[src/rtl/wb_select.sv]
// Writeback-select stage: picks one of NSRC operands, waits for memory data, extends loads,
// and drives a registered register-file write port. Optional memory-wait timeout: WB_TIMEOUT_EN.
module wb_select #(
    parameter int DATA_W   = 32,
    parameter int NSRC     = 4,
    parameter int MEM_SLOT = 1,
    parameter int REG_AW   = 5,
    parameter int TIMEOUT  = 16,
    localparam int SEL_W   = (NSRC > 1) ? $clog2(NSRC) : 1,
    localparam int OFF_W   = $clog2(DATA_W / 8)
) (
    input  logic                   clk,
    input  logic                   rst_n,
    input  logic                   in_valid,
    output logic                   in_ready,
    input  logic [SEL_W-1:0]       src_sel,
    input  logic [NSRC*DATA_W-1:0] src_data,
    input  logic                   reg_write,
    input  logic [REG_AW-1:0]      dest,
    input  logic [2:0]             load_type,
    input  logic [OFF_W-1:0]       byte_off,
    input  logic [DATA_W-1:0]      mem_rdata,
    input  logic                   mem_rvalid,
    output logic                   wb_en,
    output logic [REG_AW-1:0]      wb_addr,
    output logic [DATA_W-1:0]      wb_data,
    output logic                   busy,
    output logic                   err
);
    typedef enum logic {IDLE, WAIT_MEM} state_t;

    state_t              state, state_d;
    logic                lat_rw;
    logic [REG_AW-1:0]   lat_dest;
    logic [2:0]          lat_lt;
    logic [OFF_W-1:0]    lat_off;
    logic                accept, lat_load, fire, fire_we, err_d;
    logic [REG_AW-1:0]   fire_addr;
    logic [DATA_W-1:0]   fire_data, sel_data;

    // Little-endian lanes; unknown load types fall back to a full-word load.
    function automatic logic [DATA_W-1:0] extend(input logic [DATA_W-1:0] d,
                                                 input logic [2:0] lt,
                                                 input logic [OFF_W-1:0] off);
        logic [7:0]  b;
        logic [15:0] h;
        b = d[int'(off) * 8 +: 8];
        h = d[int'(off >> 1) * 16 +: 16];
        case (lt)
            3'b001:  return {{(DATA_W - 16){h[15]}}, h};
            3'b010:  return {{(DATA_W - 16){1'b0}}, h};
            3'b011:  return {{(DATA_W - 8){b[7]}}, b};
            3'b100:  return {{(DATA_W - 8){1'b0}}, b};
            default: return d;
        endcase
    endfunction

    assign in_ready = (state == IDLE) && rst_n;
    assign accept   = in_valid && in_ready;
    assign busy     = (state == WAIT_MEM);

    // Out-of-range selects match no slot and read as zero.
    always_comb begin
        sel_data = '0;
        for (int k = 0; k < NSRC; k++)
            if (src_sel == SEL_W'(k)) sel_data = src_data[k*DATA_W +: DATA_W];
    end

`ifdef WB_TIMEOUT_EN
    localparam int CNT_W = $clog2(TIMEOUT + 1);
    logic [CNT_W-1:0] cnt;
    logic             limit;
    assign limit = (cnt == CNT_W'(TIMEOUT - 1));

    always_ff @(posedge clk) begin
        if (!rst_n || lat_load) cnt <= '0;
        else if (state == WAIT_MEM) cnt <= cnt + 1'b1;
    end
`else
    logic limit;
    assign limit = 1'b0;
`endif

    always_comb begin
        state_d   = state;
        lat_load  = 1'b0;
        fire      = 1'b0;
        fire_we   = reg_write;
        fire_addr = dest;
        fire_data = sel_data;
        err_d     = 1'b0;
        case (state)
            IDLE: begin
                if (accept) begin
                    if (src_sel != SEL_W'(MEM_SLOT)) begin
                        fire = 1'b1;
                    end else if (mem_rvalid) begin
                        fire      = 1'b1;
                        fire_data = extend(mem_rdata, load_type, byte_off);
                    end else begin
                        lat_load = 1'b1;
                        state_d  = WAIT_MEM;
                    end
                end
            end
            WAIT_MEM: begin
                fire_we   = lat_rw;
                fire_addr = lat_dest;
                fire_data = extend(mem_rdata, lat_lt, lat_off);
                // Data arriving on the limit cycle still wins over the timeout.
                if (mem_rvalid) begin
                    fire    = 1'b1;
                    state_d = IDLE;
                end else if (limit) begin
                    err_d   = 1'b1;
                    state_d = IDLE;
                end
            end
            default: state_d = IDLE;
        endcase
    end

    always_ff @(posedge clk) begin
        if (!rst_n) begin
            state    <= IDLE;
            wb_en    <= 1'b0;
            wb_addr  <= '0;
            wb_data  <= '0;
            err      <= 1'b0;
            lat_rw   <= 1'b0;
            lat_dest <= '0;
            lat_lt   <= '0;
            lat_off  <= '0;
        end else begin
            state <= state_d;
            err   <= err_d;
            wb_en <= fire && fire_we && (fire_addr != '0);
            if (fire) begin
                wb_addr <= fire_addr;
                wb_data <= fire_data;
            end
            if (lat_load) begin
                lat_rw   <= reg_write;
                lat_dest <= dest;
                lat_lt   <= load_type;
                lat_off  <= byte_off;
            end
        end
    end
endmodule

[config.mk]
export PLATFORM = sky130hd
export DESIGN_NAME = wb_select
export DESIGN_NICKNAME = d
export VERILOG_FILES = /design/src/rtl/wb_select.sv
export SDC_FILE = /design/constraint.sdc
export NUM_CORES = 1
export LEC_CHECK = 0
export ABC_AREA = 1
export CORE_MARGIN = 2
export CORE_UTILIZATION = 25
export DETAILED_ROUTE_END_ITERATION = 8
export PLACE_DENSITY_LB_ADDON = 0.1
export SETUP_SLACK_MARGIN = 0.15
export SYNTH_ARGS = -nofsm -noshare
export SYNTH_HDL_FRONTEND = slang
export SYNTH_SLANG_ARGS = --single-unit
[constraint.sdc]
create_clock -name clk -period 3.91 [get_ports clk]
set_clock_uncertainty 0.2 [all_clocks]
set_input_delay 0.782 -clock clk [delete_from_list [all_inputs] [get_ports clk]]
set_output_delay 0.782 -clock clk [all_outputs]
set_load 0.05 [all_outputs]
==> results.md, run 1 <==
- Status: complete, no violations
- Die Area: roughly 22000 um2
- Post-Route WL: between 20 and 30 mm
- R2R cell count: 8
- R2R setup slack: 1.49 ns
- GPL Wtd Cong: slightly above 0.9
- Total CTS buffers: 5
- Yosys top cell by area: nand2_1
- Iter 0 DRT Violations: 489
- Clock root buffer: clkbuf_16
- Cell row count: between 50 and 60
- CTS resizes: 0
- R2r endpoint: wb_data[13]
- Pint: 0.00111 W
- Hold Vio Cnt, Final: 0
- Maxcap violations: 0
- Standby leakage power: ~3.4 nW
- Max_slew headroom: between 40% and 50%
- Via Count: 6961
- Final min period: between 2 and 3 ns
- Share of cells above drive strength 1: approximately 5.2%
- Hold EP: wb_data[27]
- Syn Inst Count: 987
- HP Class: reg2reg
- Cell Area, Synth: approximately 5000 um2
- CTS tree: built
- CP endpoint kind: flop
- Peak Freq: ~340 MHz
- Total gr overflow: 0
- CP Launch Type: primary input
- CP arrival: 2.98 ns
- Final setup viols: 0
- Largest cells by area after synthesis: nand2_1 (27%), dfxtp_1 (20%), nand3_1 (13%), nor2_1 (9.2%), a21oi_1 (7.0%)
- Post-synth EDFFs: 0
- Post-synth top cells: nand2_1 (365), nand3_1 (134), nor2_1 (125), a21oi_1 (71), o21ai_0 (63)
- Fill count: between 2000 and 2500
- Post-layout nets: 1348
- Power share of the combinational group: a little over two fifths
- Net switching power: between 0.0006 and 0.0007 W
- Hold_sp: wb_data[27]
- Sequential element share of the synthesized area: roughly a fifth
- WS Path Type: in2reg
- Reg2reg start: busy
- CTS Hold Buffers Added: 0
- Post-synthesis net count: 1164
- Setup crit start: src_sel[1]
- Yosys top cell area share: 26.8%
- Worst-case vdd ir drop: roughly 0.15 mV
- Port Buf Inserts: between 200 and 250
- Post-CTS Setup Inserts: 0
- Wire per inst: roughly 18 um
- Yosys warns: 0
- Clk_lat worst skew: ~0.30 ns
- Part of the power in registers: 31.1%
- Die H: ~150 um
- Total GRT Usage: 23.1%
- ANT nets after route: 0
- Vias in the first global route: roughly 6500
- Crit Path Max Fanout: 39
- Clock power frac: 26.4%
- Largest net degree at the start of global routing: 46
- PD cells: about 230 nW/um2
- Area delta synth->final: 49.5%
- Data required, critical path: between 3 and 4 ns
- Post-synthesis cell type count: 30
- Seq cells post-synth: 50
- Fraction of registers with async set/reset: 0%
- Top FF cell, synth: dfxtp_1
- DR vias/cell: 4.83
- Initial antenna violation count: 0
- Final cycle utilization of the critical path: between 70% and 80%
- Iteration count of the initial detailed-routing pass: 5
- Count leader, synth: nand2_1
- DRC violations left: 0
- Design area: about 7600 um2
- Dpl hpwl: slightly below 20 mm
- Core area: roughly 20000 um2
- Slew Limit Fails: 0
- ANT cells: 0
- Final hold slack: 0.266 ns
- Setup TNS Final: 0 ns
- Avg Inst Size Synth: roughly 5.2 um2
- I/O Pins: between 200 and 250
- Initial Util: 25.3%
- Die Width: 147 um
- Area of placed instances: about 7500 um2
- Tightest Pin Transition: approximately 0.83 ns
- Unrepaired setup endpoints after global routing: no
- H-tree levels: 2
- Reg clk slew, reported paths: roughly 0.070 ns
- Worst hold stages: 2
- Sw Share: 38.0%
- Power, Total: around 0.0018 W
- First-pass GRT wire length: around 39 mm
- Clock Sink Count: 50
- Longest Clk Path Bufs: 2
-- cells in the final DEF (no fill, tap or decap), types with 2 or more instances in the layout --
cell	synthesis	layout
inv_1	54	54
nor4_1	2	2
nor2_1	125	123
nand3_1	134	134
dfxtp_1	50	49
nor2_2	1	2
o21ai_0	63	63
clkinv_1	2	2
or2_2	8	8
o211ai_1	10	10
inv_2	8	8
nand2_2	5	5
clkdlybuf4s50_1	0	215
clkbuf_16	0	5
buf_4	12	20
a211oi_1	2	2
a21oi_1	71	71
nand4_1	4	4
o21ai_1	16	16
nand2_1	365	365
-- power by group through the flow --
stage / clock [W] / combinational, W / sequential (W)
after floorplan: 0 / 0.000308 / 0.000652
after global placement: 0 / 0.000760 / 0.000572
after detailed placement: 0 / 0.000758 / 0.000571
after CTS: 0.000487 / 0.000762 / 0.000560
after global routing: 0.000506 / 0.000834 / 0.000562
final: 0.000473 / 0.000762 / 0.000559
-- critical path, stage by stage --
cell             delay (ns)
clkdlybuf4s50_1        0.57
inv_2                  0.18
nand2_2                0.20
nor2_1                 0.07
inv_2                  0.06
nand2_2                0.18
inv_2                  0.57
nand3_1                0.18
nand2_1                0.09
inv_1                  0.04
-- sequential cells by signal, indices dropped and copies added, names as in the netlist --
signal / cells
lat_off: 2
wb_addr: 5
wb_en: 1
wb_data: 32
busy: 1
lat_rw: 1
lat_dest: 5
lat_lt: 3
-- metal layers --
layer | vias to the layer above | GRT usage, % | share of wire, %
li1 | 3556 | - | -
met1 | 3136 | 34.3 | 49
met2 | 251 | 35.7 | 43
met3 | 18 | 3.20 | 6.8
met4 | 0 | 4.57 | 1.2
met5 | - | 0 | 0
-- stage by stage --
stage / cells / setup slack [ns] / utilization (%)
finish: 1442 / 0.940 / 37.9
global route: 1442 / 0.702 / 37.9
CTS: 1442 / 0.738 / 37.9
detailed placement: 1434 / 0.431 / 37.1
global placement: 1434 / 0.390 / 37.1
floorplan: 987 / 1.11 / -
-- worst max path at each step --
stage	end	slack, ns	depth (start not counted)
finish	wb_data[13]	0.94	10
floorplan	in_ready	1.11	3
global placement	wb_data[14]	0.39	10
global route	wb_data[9]	0.70	10
CTS	wb_data[14]	0.74	10
detailed placement	wb_data[14]	0.43	10
-- cell families (layout without fill, tap and decap cells) --
group,Yosys count,in the layout,synth area share [%]
AND/OR/NAND/NOR,649,649,53.0
AO/OA/AOI/OAI,163,163,16.7
buffers and inverters,124,309,10.6
flip-flops,50,50,19.6
other,1,1,0.0734
-- layout make-up --
| type | instances | area (um2) | area share (%) |
|---|---|---|---|
| clock inverters | 3 | 28.8 | 0.377 |
| inverters | 65 | 246 | 3.23 |
| multi-input cells | 813 | 3580 | 46.8 |
| clock buffers | 5 | 125 | 1.64 |
| flip-flops and latches | 50 | 1000 | 13.1 |
| well taps | 270 | 338 | 4.42 |
| repair buffers | 236 | 2320 | 30.4 |
(Power assumes the default switching activity.)
==> run 2: changes to the inputs <==
==> constraint.sdc (replaced) <==
create_clock -name clk -period 2.4 [get_ports clk]
set_clock_uncertainty 0.2 [all_clocks]
set_input_delay 0.48 -clock clk [delete_from_list [all_inputs] [get_ports clk]]
set_output_delay 0.48 -clock clk [all_outputs]
set_load 0.05 [all_outputs]
==> results.md, run 2 (synthesis gave the netlist of run 1 again) <==
- Clk_lat worst skew: 0.31 ns
- Regs by FF count: wb_data: 32 flops, lat_dest: 5 flops, wb_addr: 5 flops
- Most frequent cells in the layout: nand2_1 (364), clkdlybuf4s50_1 (207), nand3_1 (133)
- Cell depth of the worst setup path: 1
- Final hold slack: approximately 0.26 ns
- Cell row count: 52
- Slowest-stage cell, CP: clkdlybuf4s50_1
- Peak Freq: roughly 450 MHz
- Area of placed instances: 8040 um2
- Biggest register: wb_data
- Clock Sink Count: 50
- Final min period: 2.21 ns
- Clock root buffer: clkbuf_16
- Initial antenna violation count: 0
- CP Launch Type: flop
- First-pass GRT wire length: 38.5 mm
- Design area: between 8000 and 9000 um2
- Cell family with most CP delay: buffers and inverters
- Buffer and inverter count on the worst path: 1
- HP Class: reg2reg
- Total gr overflow: 0
- Crit-path cells: clkdlybuf4s50_1
- Hold_sp: wb_data[29]
- Pre-CTS WS: -0.598 ns
- Worst-case vdd ir drop: 0.236 mV
- Max_slew headroom: around half
- Reg clk slew, reported paths: around 0.070 ns
- GPL Wtd Cong: 0.928
- Port Buf Inserts: ~220
- Via Count: around 7100
- Slowest stage delay, CP: 0.87 ns
- Longest Clk Path Bufs: 2
- Max FFs per register: 32
- Post-layout nets: about 1400
- Standby leakage power: approximately 3.8 nW
- Most common cell after layout, fill and taps aside: nand2_1
- R2r endpoint: wb_data[8]
- Reg2reg start: lat_off[1]
- PD cells: ~360 nW/um2
- ANT nets after route: 0
- Iteration count of the initial detailed-routing pass: 5
- Data required, critical path: 1.72 ns
- Initial Util: approximately a quarter
- Share of cells above drive strength 1: between 9 and 10%
- Slew Limit Fails: 0
- Iter 0 DRT Violations: 534
- Status: complete, no violations
- CTS Hold Buffers Added: 0
- Tightest Pin Transition: between 0.7 and 0.8 ns
- Area delta synth->final: 62.1%
- Final cycle utilization of the critical path: around 92%
- WS Path Type: reg2out
- CTS tree: built
- CP endpoint kind: output pin
- I/O Pins: 218
- Maxcap violations: 0
- Final setup viols: 0
- Unrepaired setup endpoints after global routing: yes
- H-tree levels: 2
- Fill count: ~2300
- DRC violations left: 0
- Hold Vio Cnt, Final: 0
- Wire per inst: between 15 and 20 um
- Final worst slack: 0.193 ns
- Die Width: 147 um
- Die H: 147 um
- Critical Path End: wb_data[1]
- Total GRT Usage: a little under a quarter
- Setup crit start: wb_data[1]
- ANT cells: 0
- Post-route core utilization: about two fifths
- Vias in the first global route: 6652
- R2R setup slack: between 0.4 and 0.5 ns
- Die Area: approximately 22000 um2
- Total CTS buffers: 5
- Largest net degree at the start of global routing: 54
- Post-Route WL: about 26 mm
- CP arrival: roughly 1.5 ns
- DR vias/cell: 4.78
- Dpl hpwl: around 20 mm
- Power, Total: 0.00301 W
- Crit Path Max Fanout: 2
- R2R cell count: 9
- Core area: between 20000 and 25000 um2
run 2: changes by cell type in the layout (fill, tap and decap cells not counted), sizes merged:
| cell | previous run | this run |
|---|---|---|
| clkbuf | 5 | 7 |
| inv | 65 | 64 |
| dlymetal6s2s | 0 | 4 |
| bufbuf | 0 | 1 |
| buf | 21 | 74 |
| nor2 | 126 | 127 |
| clkdlybuf4s50 | 215 | 207 |
run 2: worst min path at each step:
stage / cells past startpoint / slack [ns] / endpoint
after detailed placement: 2 / 0.25 / wb_data[29]
final: 2 / 0.26 / wb_data[29]
after global placement: 2 / 0.26 / wb_data[29]
after floorplan: 2 / 0.27 / lat_dest[1]
after CTS: 2 / 0.26 / wb_data[29]
after global routing: 2 / 0.29 / wb_data[21]
run 2: report_power, final:
group / internal [W] / switching, W / total [W]
clock network: 0.000384 / 0.000360 / 0.000745
logic: 0.000626 / 0.000736 / 0.00136
registers: 0.000876 / 0.0000303 / 0.000906
run 2: tightest hold or removal path, cell delays in order (launching register included):
cell and delay (ns):
dfxtp_1 0.31, nand2_1 0.06, a21oi_1 0.05
run 2: layout make-up:
class | count | area, um2 | area share (%)
multi-input cells | 814 | 3610 | 43.6
repair buffers | 288 | 2950 | 35.6
flip-flops and latches | 50 | 1000 | 12.1
well taps | 270 | 338 | 4.08
inverters | 65 | 246 | 2.98
clock buffers | 5 | 125 | 1.51
clock inverters | 2 | 13.8 | 0.166
run 2: metal layers:
metal / share of wire [%] / vias to the layer above / global-route usage [%]
li1: - / 3653 / -
met1: 47 / 3205 / 32.5
met2: 44 / 268 / 36.6
met3: 7.3 / 15 / 4.22
met4: 1.1 / 0 / 4.04
met5: 0 / - / 0
run 2: per-stage QoR:
stage | std cells | setup TNS (ns)
finish | 1494 | 0
global route | 1494 | 0
CTS | 1493 | 0
detailed placement | 1484 | -15.78
global placement | 1484 | -15.62
floorplan | 987 | 0
run 2: timing repair:
item,CTS,global route
gates resized for setup,11,14
setup endpoints to repair,33,32
setup buffers,1,0
pin swaps,1,2
cloned,1,1
==> run 3: changes to the inputs <==
--- a/config.mk
+++ b/config.mk
@@ -5,12 +5,12 @@
 export SDC_FILE = /design/constraint.sdc
 export NUM_CORES = 1
 export LEC_CHECK = 0
-export ABC_AREA = 1
+export ABC_AREA = 0
 export CORE_MARGIN = 2
 export CORE_UTILIZATION = 25
 export DETAILED_ROUTE_END_ITERATION = 8
 export PLACE_DENSITY_LB_ADDON = 0.1
-export SETUP_SLACK_MARGIN = 0.15
+export SLEW_MARGIN = 15
 export SYNTH_ARGS = -nofsm -noshare
 export SYNTH_HDL_FRONTEND = slang
 export SYNTH_SLANG_ARGS = --single-unit
==> results.md, run 3 <==
- Status: complete, no violations
- PD cells: roughly 390 nW/um2
- Area delta synth->final: 70.3%
- Met2 usage: between 30% and 40%
- ANT cells: 0
- Clock power frac: between 20% and 30%
- Dpl hpwl: roughly 17 mm
- Reg2reg start: lat_off[1]
- Avg Inst Size Synth: roughly 9 um2
- Part of the power in registers: 30.0%
- Cell row count: 49
- Yosys top cell area share: 21.5%
- Reg clk slew, reported paths: around 0.07 ns
- Max_slew headroom: about 54%
- Sw Share: around 33%
- R2r endpoint: wb_data[16]
- Most used routing layer: met2
- Worst-case vdd ir drop: 0.241 mV
- Fraction of registers with async set/reset: 0%
- Syn Inst Count: 522
- Net switching power: slightly above 0.001 W
- DRC violations left: 0
- Final setup viols: 0
- Regs by FF count: wb_data: 32 flops, lat_dest: 5 flops, wb_addr: 5 flops
- Hold Vio Cnt, Final: 0
- H-tree levels: 2
- Maxcap violations: 0
- Total CTS buffers: 5
- First-pass GRT wire length: 32.7 mm
- Clk_lat worst skew: 0.30 ns
- Power share of the combinational group: a little over two fifths
- Top FF cell, synth: dfxtp_1
- I/O Pins: roughly 220
- Standby leakage power: 3.00 nW
- Initial antenna violation count: 0
- Worst hold stages: 2
- Core area: 18100 um2
- Total GRT Usage: 21.6%
- Post-layout nets: approximately 950
- Met1 Track Usage GR: 28.2%
- Post-synth top cells: dfxtp_1 (50), a21oi_1 (47), o21ai_0 (38), nor2b_1 (35)
- Tightest Pin Transition: around 0.68 ns
- Longest Clk Path Bufs: 2
- Post-synthesis cell type count: 49
- Largest net degree at the start of global routing: 33
- GR Util met3: 4.51%
- Wire per inst: 21.5 um
- Final cycle utilization of the critical path: a little over nine tenths
- Count leader, synth: dfxtp_1
- Yosys warns: 0
- CP endpoint kind: flop
- Post-synth EDFFs: 0
- Peak Freq: 429 MHz
- CP arrival: approximately 2.4 ns
- Port Buf Inserts: between 200 and 250
- Slew Limit Fails: 0
- DR vias/cell: 5.35
- Hold EP: wb_data[28]
- R2R cell count: 6
- Largest cells by area after synthesis: dfxtp_1 (22%), mux4_2 (16%), mux2i_1 (7.1%), a21oi_1 (5.1%), nor2b_1 (4.7%)
- Initial Util: between 20% and 30%
- Yosys top cell by area: dfxtp_1
- Pint: just over 0.002 W
- Hold_sp: wb_data[28]
- Max FFs per register: 32
- GPL Wtd Cong: 0.831
- Setup TNS Final: 0 ns
- CP Launch Type: primary input
- Die Area: 19700 um2
- Power, Total: between 0.003 and 0.004 W
- Die H: ~140 um
- Vias in the first global route: between 5000 and 6000
- Data required, critical path: roughly 2.5 ns
- Most frequent cells in the layout: clkdlybuf4s50_1 (203), buf_4 (73), dfxtp_1 (50)
- Final min period: between 2 and 2.5 ns
- WS Path Type: in2reg
- Iter 0 DRT Violations: 287
- Post-Route WL: ~22 mm
- CTS tree: built
- R2R setup slack: between 0.15 and 0.2 ns
- Via Count: between 5000 and 6000
- Crit Path Max Fanout: 7
- Die Width: about 140 um
- Cell Area, Synth: ~4600 um2
- Sequential element share of the synthesized area: between 20% and 30%
- Total gr overflow: 0
- Share of cells above drive strength 1: between 20% and 30%
- Clock root buffer: clkbuf_16
- CTS Hold Buffers Added: 0
- Biggest register: wb_data
- Iteration count of the initial detailed-routing pass: 5
- HP Class: reg2reg
- Most common cell after layout, fill and taps aside: clkdlybuf4s50_1
- Seq cells post-synth: 50
- Post-synthesis net count: roughly 700
- ANT nets after route: 0
- Clock Sink Count: 50
- Unrepaired setup endpoints after global routing: no
[run 3: what timing repair did]
| item | CTS | global route |
|---|---|---|
| gates resized for setup | 11 | 18 |
| cloned | 1 | 0 |
| pin swaps | 2 | 5 |
| setup endpoints to repair | 25 | 32 |
| setup buffers | 2 | 2 |
[run 3: cell families (layout without fill, tap and decap cells)]
| kind of cell | after synthesis | after routing | share of synthesized area (%) |
|---|---|---|---|
| AOI/OAI and AO/OA | 199 | 200 | 30.4 |
| adders and majority gates | 3 | 3 | 0.646 |
| xor gates and xnor gates | 4 | 4 | 0.754 |
| DFF | 50 | 50 | 21.5 |
| muxes | 81 | 81 | 27.0 |
| and+or+nand+nor | 112 | 112 | 13.2 |
| buffers and inverters | 72 | 327 | 6.38 |
| other | 1 | 1 | 0.0807 |
[run 3: power by group through the flow]
stage	logic [W]	registers, W	clock network, W
floorplan	0.000404	0.00112	0
global placement	0.00126	0.000943	0
detailed placement	0.00127	0.000942	0
CTS	0.00129	0.000923	0.000892
global route	0.00137	0.000930	0.000908
finish	0.00129	0.000922	0.000858
[run 3: worst max path at each step]
stage	endpoint	start	slack (ns)	cells past startpoint
floorplan	wb_data[2]	busy	0.12	6
global placement	wb_data[16]	mem_rdata[31]	-0.51	5
detailed placement	wb_data[17]	mem_rdata[31]	-0.58	5
CTS	wb_data[18]	mem_rdata[23]	-0.001	8
global route	wb_data[2]	load_type[1]	0.02	8
finish	wb_data[2]	load_type[1]	0.07	8
[run 3: layer usage]
layer	part of all wire (%)	routed length (um)
met3	7.5	1630
met4	1.9	418
met2	48	10300
met5	0	0
met1	43	9240
[run 3: layout make-up]
type | count | area (um2)
repair buffers | 301 | 2940
well taps | 229 | 287
fillers | 1749 | 10200
multi-input cells | 401 | 3450
flip-flops and latches | 50 | 1000
clock buffers | 5 | 125
clock inverters | 3 | 43.8
inverters | 18 | 67.6
[run 3: per-stage QoR]
| step | setup slack (ns) | cell area [um2] | util [%] | hold WS, ns | std cells |
|---|---|---|---|---|---|
| after floorplan | 0.123 | 4660 | - | 0.286 | 522 |
| after global placement | -0.515 | 7620 | 42.1 | 0.247 | 994 |
| after detailed placement | -0.584 | 7620 | 42.1 | 0.253 | 994 |
| after CTS | -0.00108 | 7850 | 43.4 | 0.271 | 1005 |
| after global routing | 0.0185 | 7920 | 43.8 | 0.285 | 1007 |
| final | 0.0704 | 7920 | 43.8 | 0.264 | 1007 |
[run 3: critical path: stages]
cell,delay (ns)
clkdlybuf4s50_1,0.44
buf_6,0.17
or4b_2,0.62
o221ai_2,0.11
buf_12,0.16
a221oi_1,0.07
o21ai_1,0.14
a32o_1,0.18
